<file path="src/rtl/mem_byte_ctrl.sv">
// mem_byte_ctrl: bridges a 32-bit load/store port onto an 8-bit shared memory bus.
// Each byte, half or word access becomes a run of single-byte bus cycles.
// Loads are reassembled little-endian, with optional sign extension.
// The controller freezes while the bus is lent out (rdy low).
// Writes into the I/O window wait while the HCI output buffer is full.
//
// Ports:
//   clk, rst_n        clock, asynchronous active-low reset
//   rdy               bus grant; low freezes the controller
//   io_buffer_full    HCI output buffer full (holds I/O-window writes)
//   req_*             request handshake (valid/ready), we, size, signed, addr, wdata
//   resp_valid/rdata  one-cycle completion pulse and load result (zero for stores)
//   mem_a/wr/dout     bus address, write strobe, write byte
//   mem_din           bus read byte, valid one cycle after its address
module mem_byte_ctrl #(
    parameter int unsigned IO_SEL_HI = 17
) (
    input  logic        clk,
    input  logic        rst_n,
    input  logic        rdy,
    input  logic        io_buffer_full,
    input  logic        req_valid,
    output logic        req_ready,
    input  logic        req_we,
    input  logic [1:0]  req_size,
    input  logic        req_signed,
    input  logic [31:0] req_addr,
    input  logic [31:0] req_wdata,
    output logic        resp_valid,
    output logic [31:0] resp_rdata,
    output logic [31:0] mem_a,
    output logic        mem_wr,
    output logic [7:0]  mem_dout,
    input  logic [7:0]  mem_din
);

    typedef enum logic [1:0] {StIdle, StRead, StWrite, StResp} state_e;

    state_e      state_q;
    logic [31:0] addr_q;
    logic [31:0] wdata_q;
    logic [31:0] data_q;
    logic [2:0]  n_q;      // bytes in this access: 1, 2 or 4
    logic [2:0]  issue_q;  // next byte index to drive
    logic [2:0]  cap_q;    // next byte slot to capture
    logic        signed_q;
    logic        pend_q;   // previous cycle drove an address with the bus granted

    logic [2:0]  last_idx;
    logic [2:0]  rd_idx;
    logic [2:0]  byte_idx;
    logic [31:0] byte_addr;
    logic        is_io;
    logic        wr_fire;
    logic        sign_bit;

    always_comb begin
        last_idx  = n_q - 3'd1;
        // Once every byte has been issued, keep the last address on the bus.
        rd_idx    = (issue_q < n_q) ? issue_q : last_idx;
        byte_idx  = (state_q == StRead) ? rd_idx : issue_q;
        byte_addr = addr_q + {29'd0, byte_idx};
        is_io     = (byte_addr[IO_SEL_HI -: 2] == 2'b11);
        wr_fire   = (state_q == StWrite) && rdy && !(is_io && io_buffer_full);
        sign_bit  = signed_q & data_q[{last_idx[1:0], 3'b111}];
    end

    always_comb begin
        req_ready  = (state_q == StIdle) && rdy;
        resp_valid = (state_q == StResp);
        mem_wr     = wr_fire;
        mem_a      = '0;
        mem_dout   = '0;
        resp_rdata = '0;
        if (state_q == StRead || state_q == StWrite) begin
            mem_a = byte_addr;
        end
        if (state_q == StWrite) begin
            mem_dout = wdata_q[{issue_q[1:0], 3'b000} +: 8];
        end
        if (state_q == StResp) begin
            case (n_q)
                3'd1:    resp_rdata = {{24{sign_bit}}, data_q[7:0]};
                3'd2:    resp_rdata = {{16{sign_bit}}, data_q[15:0]};
                default: resp_rdata = data_q;
            endcase
        end
    end

    always_ff @(posedge clk or negedge rst_n) begin
        if (!rst_n) begin
            state_q  <= StIdle;
            addr_q   <= '0;
            wdata_q  <= '0;
            data_q   <= '0;
            n_q      <= '0;
            issue_q  <= '0;
            cap_q    <= '0;
            signed_q <= 1'b0;
            pend_q   <= 1'b0;
        end else begin
            case (state_q)
                StIdle: begin
                    if (req_valid && rdy) begin
                        addr_q   <= req_addr;
                        wdata_q  <= req_wdata;
                        signed_q <= req_signed;
                        data_q   <= '0;  // stores respond with zero
                        issue_q  <= '0;
                        cap_q    <= '0;
                        pend_q   <= 1'b0;
                        case (req_size)
                            2'd0:    n_q <= 3'd1;
                            2'd1:    n_q <= 3'd2;
                            default: n_q <= 3'd4;
                        endcase
                        state_q  <= req_we ? StWrite : StRead;
                    end
                end
                StRead: begin
                    if (!rdy) begin
                        // Bus lent out: read pipeline is broken, re-present the
                        // first uncaptured address once the bus comes back.
                        pend_q  <= 1'b0;
                        issue_q <= cap_q;
                    end else begin
                        pend_q <= 1'b1;
                        if (issue_q < n_q) begin
                            issue_q <= issue_q + 3'd1;
                        end
                        if (pend_q) begin
                            data_q[{cap_q[1:0], 3'b000} +: 8] <= mem_din;
                            cap_q <= cap_q + 3'd1;
                            if (cap_q == last_idx) begin
                                pend_q  <= 1'b0;
                                state_q <= StResp;
                            end
                        end
                    end
                end
                StWrite: begin
                    if (wr_fire) begin
                        issue_q <= issue_q + 3'd1;
                        if (issue_q == last_idx) begin
                            state_q <= StResp;
                        end
                    end
                end
                StResp: begin
                    state_q <= StIdle;
                end
                default: begin
                    state_q <= StIdle;
                end
            endcase
        end
    end

endmodule

</file>
<file path="config.mk">
export PLATFORM = sky130hd
export DESIGN_NAME = mem_byte_ctrl
export DESIGN_NICKNAME = d
export VERILOG_FILES = /design/src/rtl/mem_byte_ctrl.sv
export SDC_FILE = /design/constraint.sdc
export NUM_CORES = 1
export LEC_CHECK = 0
export ABC_AREA = 1
export CORE_MARGIN = 5
export CORE_UTILIZATION = 50
export CTS_CLUSTER_DIAMETER = 200
export DETAILED_ROUTE_END_ITERATION = 8
export PLACE_DENSITY = 0.81
export SKIP_LAST_GASP = 1
export SYNTH_ARGS = -nofsm -noshare
export SYNTH_HDL_FRONTEND = slang
export SYNTH_SLANG_ARGS = --single-unit
</file>
<file path="constraint.sdc">
create_clock -name clk -period 3.85 [get_ports clk]
set_input_delay 0.385 -clock clk [delete_from_list [all_inputs] [get_ports clk]]
set_output_delay 0.385 -clock clk [all_outputs]
set_load 0.005 [all_outputs]
</file>
==> impl_metrics.yaml <==
pwr:
  peakVddDrop_mv: 0.398
  p_seq_share_pct: 31.9
  finalPower_mw: 6.06
  p_sw_share_pct: 42.4
  p_sw_mw: 2.57
  p_leak_nw: 4.29
  p_int_mw: 3.49
  clkPwrFrac_pct: 19.0
  p_comb_share_pct: 49.2
  power_density_mw_per_mm2: 681
sta:
  hold_ws_ns: 0.0959
  hold_viol_final: 0
  rsz0062_at_grt: "yes"
  skew_ns: 0.00665
  setup_ws_ns: -0.00501
  setup_tns_ns: -0.00501
  max_freq_mhz: 259
  min_period_ns: 3.86
  period_share_pct: 100
  final-max-slew-violation-count: 0
  slew_headroom_pct: 49.1
  tightest_slew_ns: 0.764
  finalSetupViolCount: 1
logic_synthesis:
  yosys.area.top_type_share_pct: 43.1
  synth_seq_cells: 109
  yosysWarnings: 0
  synthCells: 890
  syn-num-nets: 991
  ys_seq_area_share_pct: 43.1
  synth_top_cell_by_area: "dfrtp_1"
  yosysUniqueCellTypes: 38
  synth_flop_cell: "dfrtp_1"
  syn_area_per_cell_um2: 7.12
  yosys-top-cells-area: "dfrtp_1 43%, nand2_1 17%, inv_1 6.1%"
  async_reset_ff_share_pct: 100
  netlist_area_mm2: 0.00633
  synth_edf_count: 0
cells_and_area:
  n_antenna_cell: 0
  finalInstanceArea_mm2: 0.00890
  nets: 1173
  syn_to_final_growth_pct: 40.5
  final_common_cell: "nand2_1"
  final_layout_size_suffix_gt1_share_pct: 12.0
  final_cell_mix: "281 x nand2_1, 131 x clkdlybuf4s50_1, 109 x dfrtp_1"
cts:
  cts.sinks: 109
  clk_path_buf_depth: 2
  cts_tree: "built"
  cts_htree_levels: 3
  clkTransAtPathRegs_ns: 0.08
  numCtsBuffers: 9
  clk_latency_ns: 0.35
  clk_root_buffer_cell: "clkbuf_16"
floorplanning:
  die_w_um: 123
  die_height_um: 123
  die_area_mm2: 0.0150
  core-area_mm2: 0.0125
  row_count: 41
  initial_utilization_pct: 50.6
  boundaryPins: 156
setup_path:
  critical_path.max_fanout: 5
  endpoint_kind: "output pin"
  path_class: "reg2out"
  regToRegSetupSlack_ns: 0.48
  cp-start-kind: "register"
  required_ns: 3.46
  arrival_ns: 3.47
place:
  globalplace.congestion: 0.915
  dpl.hpwl_um: 13500
  io_buffers: 155
  dpl_worst_slack_ns: -0.0516
  dpl_cell_area_mm2: 0.00815
min_path:
  hold_path.class: "in2async"
grt:
  grt_pass1_vias: 6187
  grt_overflow: 0
  track_usage_pct: 25.3
  antenna_found_initial: 0
  grt_pass1_wl_um: 30200
  grt_max_degree: 83
routing:
  wirelength_um: 19200
  ant_nets: 0
  vias: 6529
  drtIter0Drc: 520
  vias_per_cell: 5.23
  wl_per_cell_um: 15.3
  drtPass1Iterations: 5
  route.detailed.drc: 0
job:
  maxCapViolCount: 0
outcome:
  status: "complete, but fails checks"
  violations: "setup timing"
metrics by stage:
step           instances  util (%)
5_1_grt             1249      71.1
3_5_place_dp        1212      65.1
6_report            1249      71.1
3_3_place_gp        1212      65.1
4_1_cts             1234      69.1
2_1_floorplan        890         -
cell usage after synthesis (3+ instances only):
cell type    n
inv_1      103
nor2_2       5
a21oi_2      4
a21oi_1     55
nand3_1     39
ha_1        19
nand4_1      5
buf_2       10
dfrtp_1    109
o21ai_0     74
nor2_1      89
xnor2_1      3
xor2_1       5
o21ai_1      4
nand2_2      5
o21ai_2      3
nor3_1      14
nand2_1    290
inv_2        4
o22ai_1      8
clkbuf_1    16
worst max-delay path, cell delays in order (launching register included):
cell and delay (ns):
dfrtp_1 0.40, inv_2 0.09, ha_4 0.21, a21oi_2 0.15, o21ai_2 0.10, nand2_4 0.11, buf_4 0.12, nand2_1 0.05
o21ai_1 0.09, ha_2 0.19, inv_1 0.06, fa_2 0.36, inv_1 0.06, nand3_1 0.07, nand2_2 0.11, nand2_4 0.08
buf_4 0.16, o21ai_4 0.13, nand3_2 0.09, o21ai_2 0.15, inv_1 0.06, dlygate4sd2_1 0.27
cell families (layout without fill, tap and decap cells):
family | after synthesis | after routing | share of synthesized area (%)
buffers and inverters | 138 | 325 | 8.49
xor gates and xnor gates | 8 | 8 | 1.11
AOI/OAI and AO/OA | 158 | 158 | 13.5
DFF | 109 | 109 | 43.1
adders and majority gates | 20 | 20 | 4.07
and+or+nand+nor | 457 | 457 | 29.7
what timing repair did:
item	in CTS	in global routing
hold buffers	0	0
pin swaps	12	25
resized for setup	42	45
endpoints found under the setup margin	26	26
setup buffers	6	15
worst paths after layout:
check,startpoint,end,cells past startpoint
max in group asynchronous,rst_n,data_q[6],2
worst min-delay path,rst_n,addr_q[22],1
min in group clk,wdata_q[25],wdata_q[25],2
worst max register to register,n_q[2],issue_q[2],25
worst min register to register,wdata_q[25],wdata_q[25],2
worst max-delay path,n_q[2],mem_wr,21
power by group through the flow:
stage | registers, mW | logic, mW | clock network, mW
CTS | 1.91 | 2.84 | 1.16
detailed placement | 1.92 | 2.81 | 0
finish | 1.93 | 2.98 | 1.15
global placement | 1.91 | 2.75 | 0
floorplan | 1.82 | 1.70 | 0
global route | 1.98 | 3.33 | 1.19
routing by layer:
| metal | vias to the layer above | wire length [µm] | track usage, % |
|---|---|---|---|
| li1 | 3196 | - | - |
| met1 | 3014 | 7700 | 31.5 |
| met2 | 276 | 9670 | 44.3 |
| met4 | 0 | 535 | 9.66 |
| met3 | 43 | 1270 | 4.19 |
| met5 | - | 0 | 0 |
sequential cells by signal (all words and copies together), names as in the netlist:
| signal | flops |
|---|---|
| data_q | 32 |
| cap_q | 3 |
| signed_q | 1 |
| pend_q | 1 |
| addr_q | 32 |
| issue_q | 3 |
| n_q | 3 |
| state_q | 2 |
| wdata_q | 32 |
final cells by class:
type / instances / area, µm²
clock buffer: 9 / 225
clock inverter: 7 / 146
fill: 1056 / 3620
inverter: 109 / 409
multi-input combinational: 643 / 3300
sequential: 109 / 2730
tap: 172 / 215
timing repair buffer: 200 / 1870
Note: power is estimated with default switching activity, not from simulation.
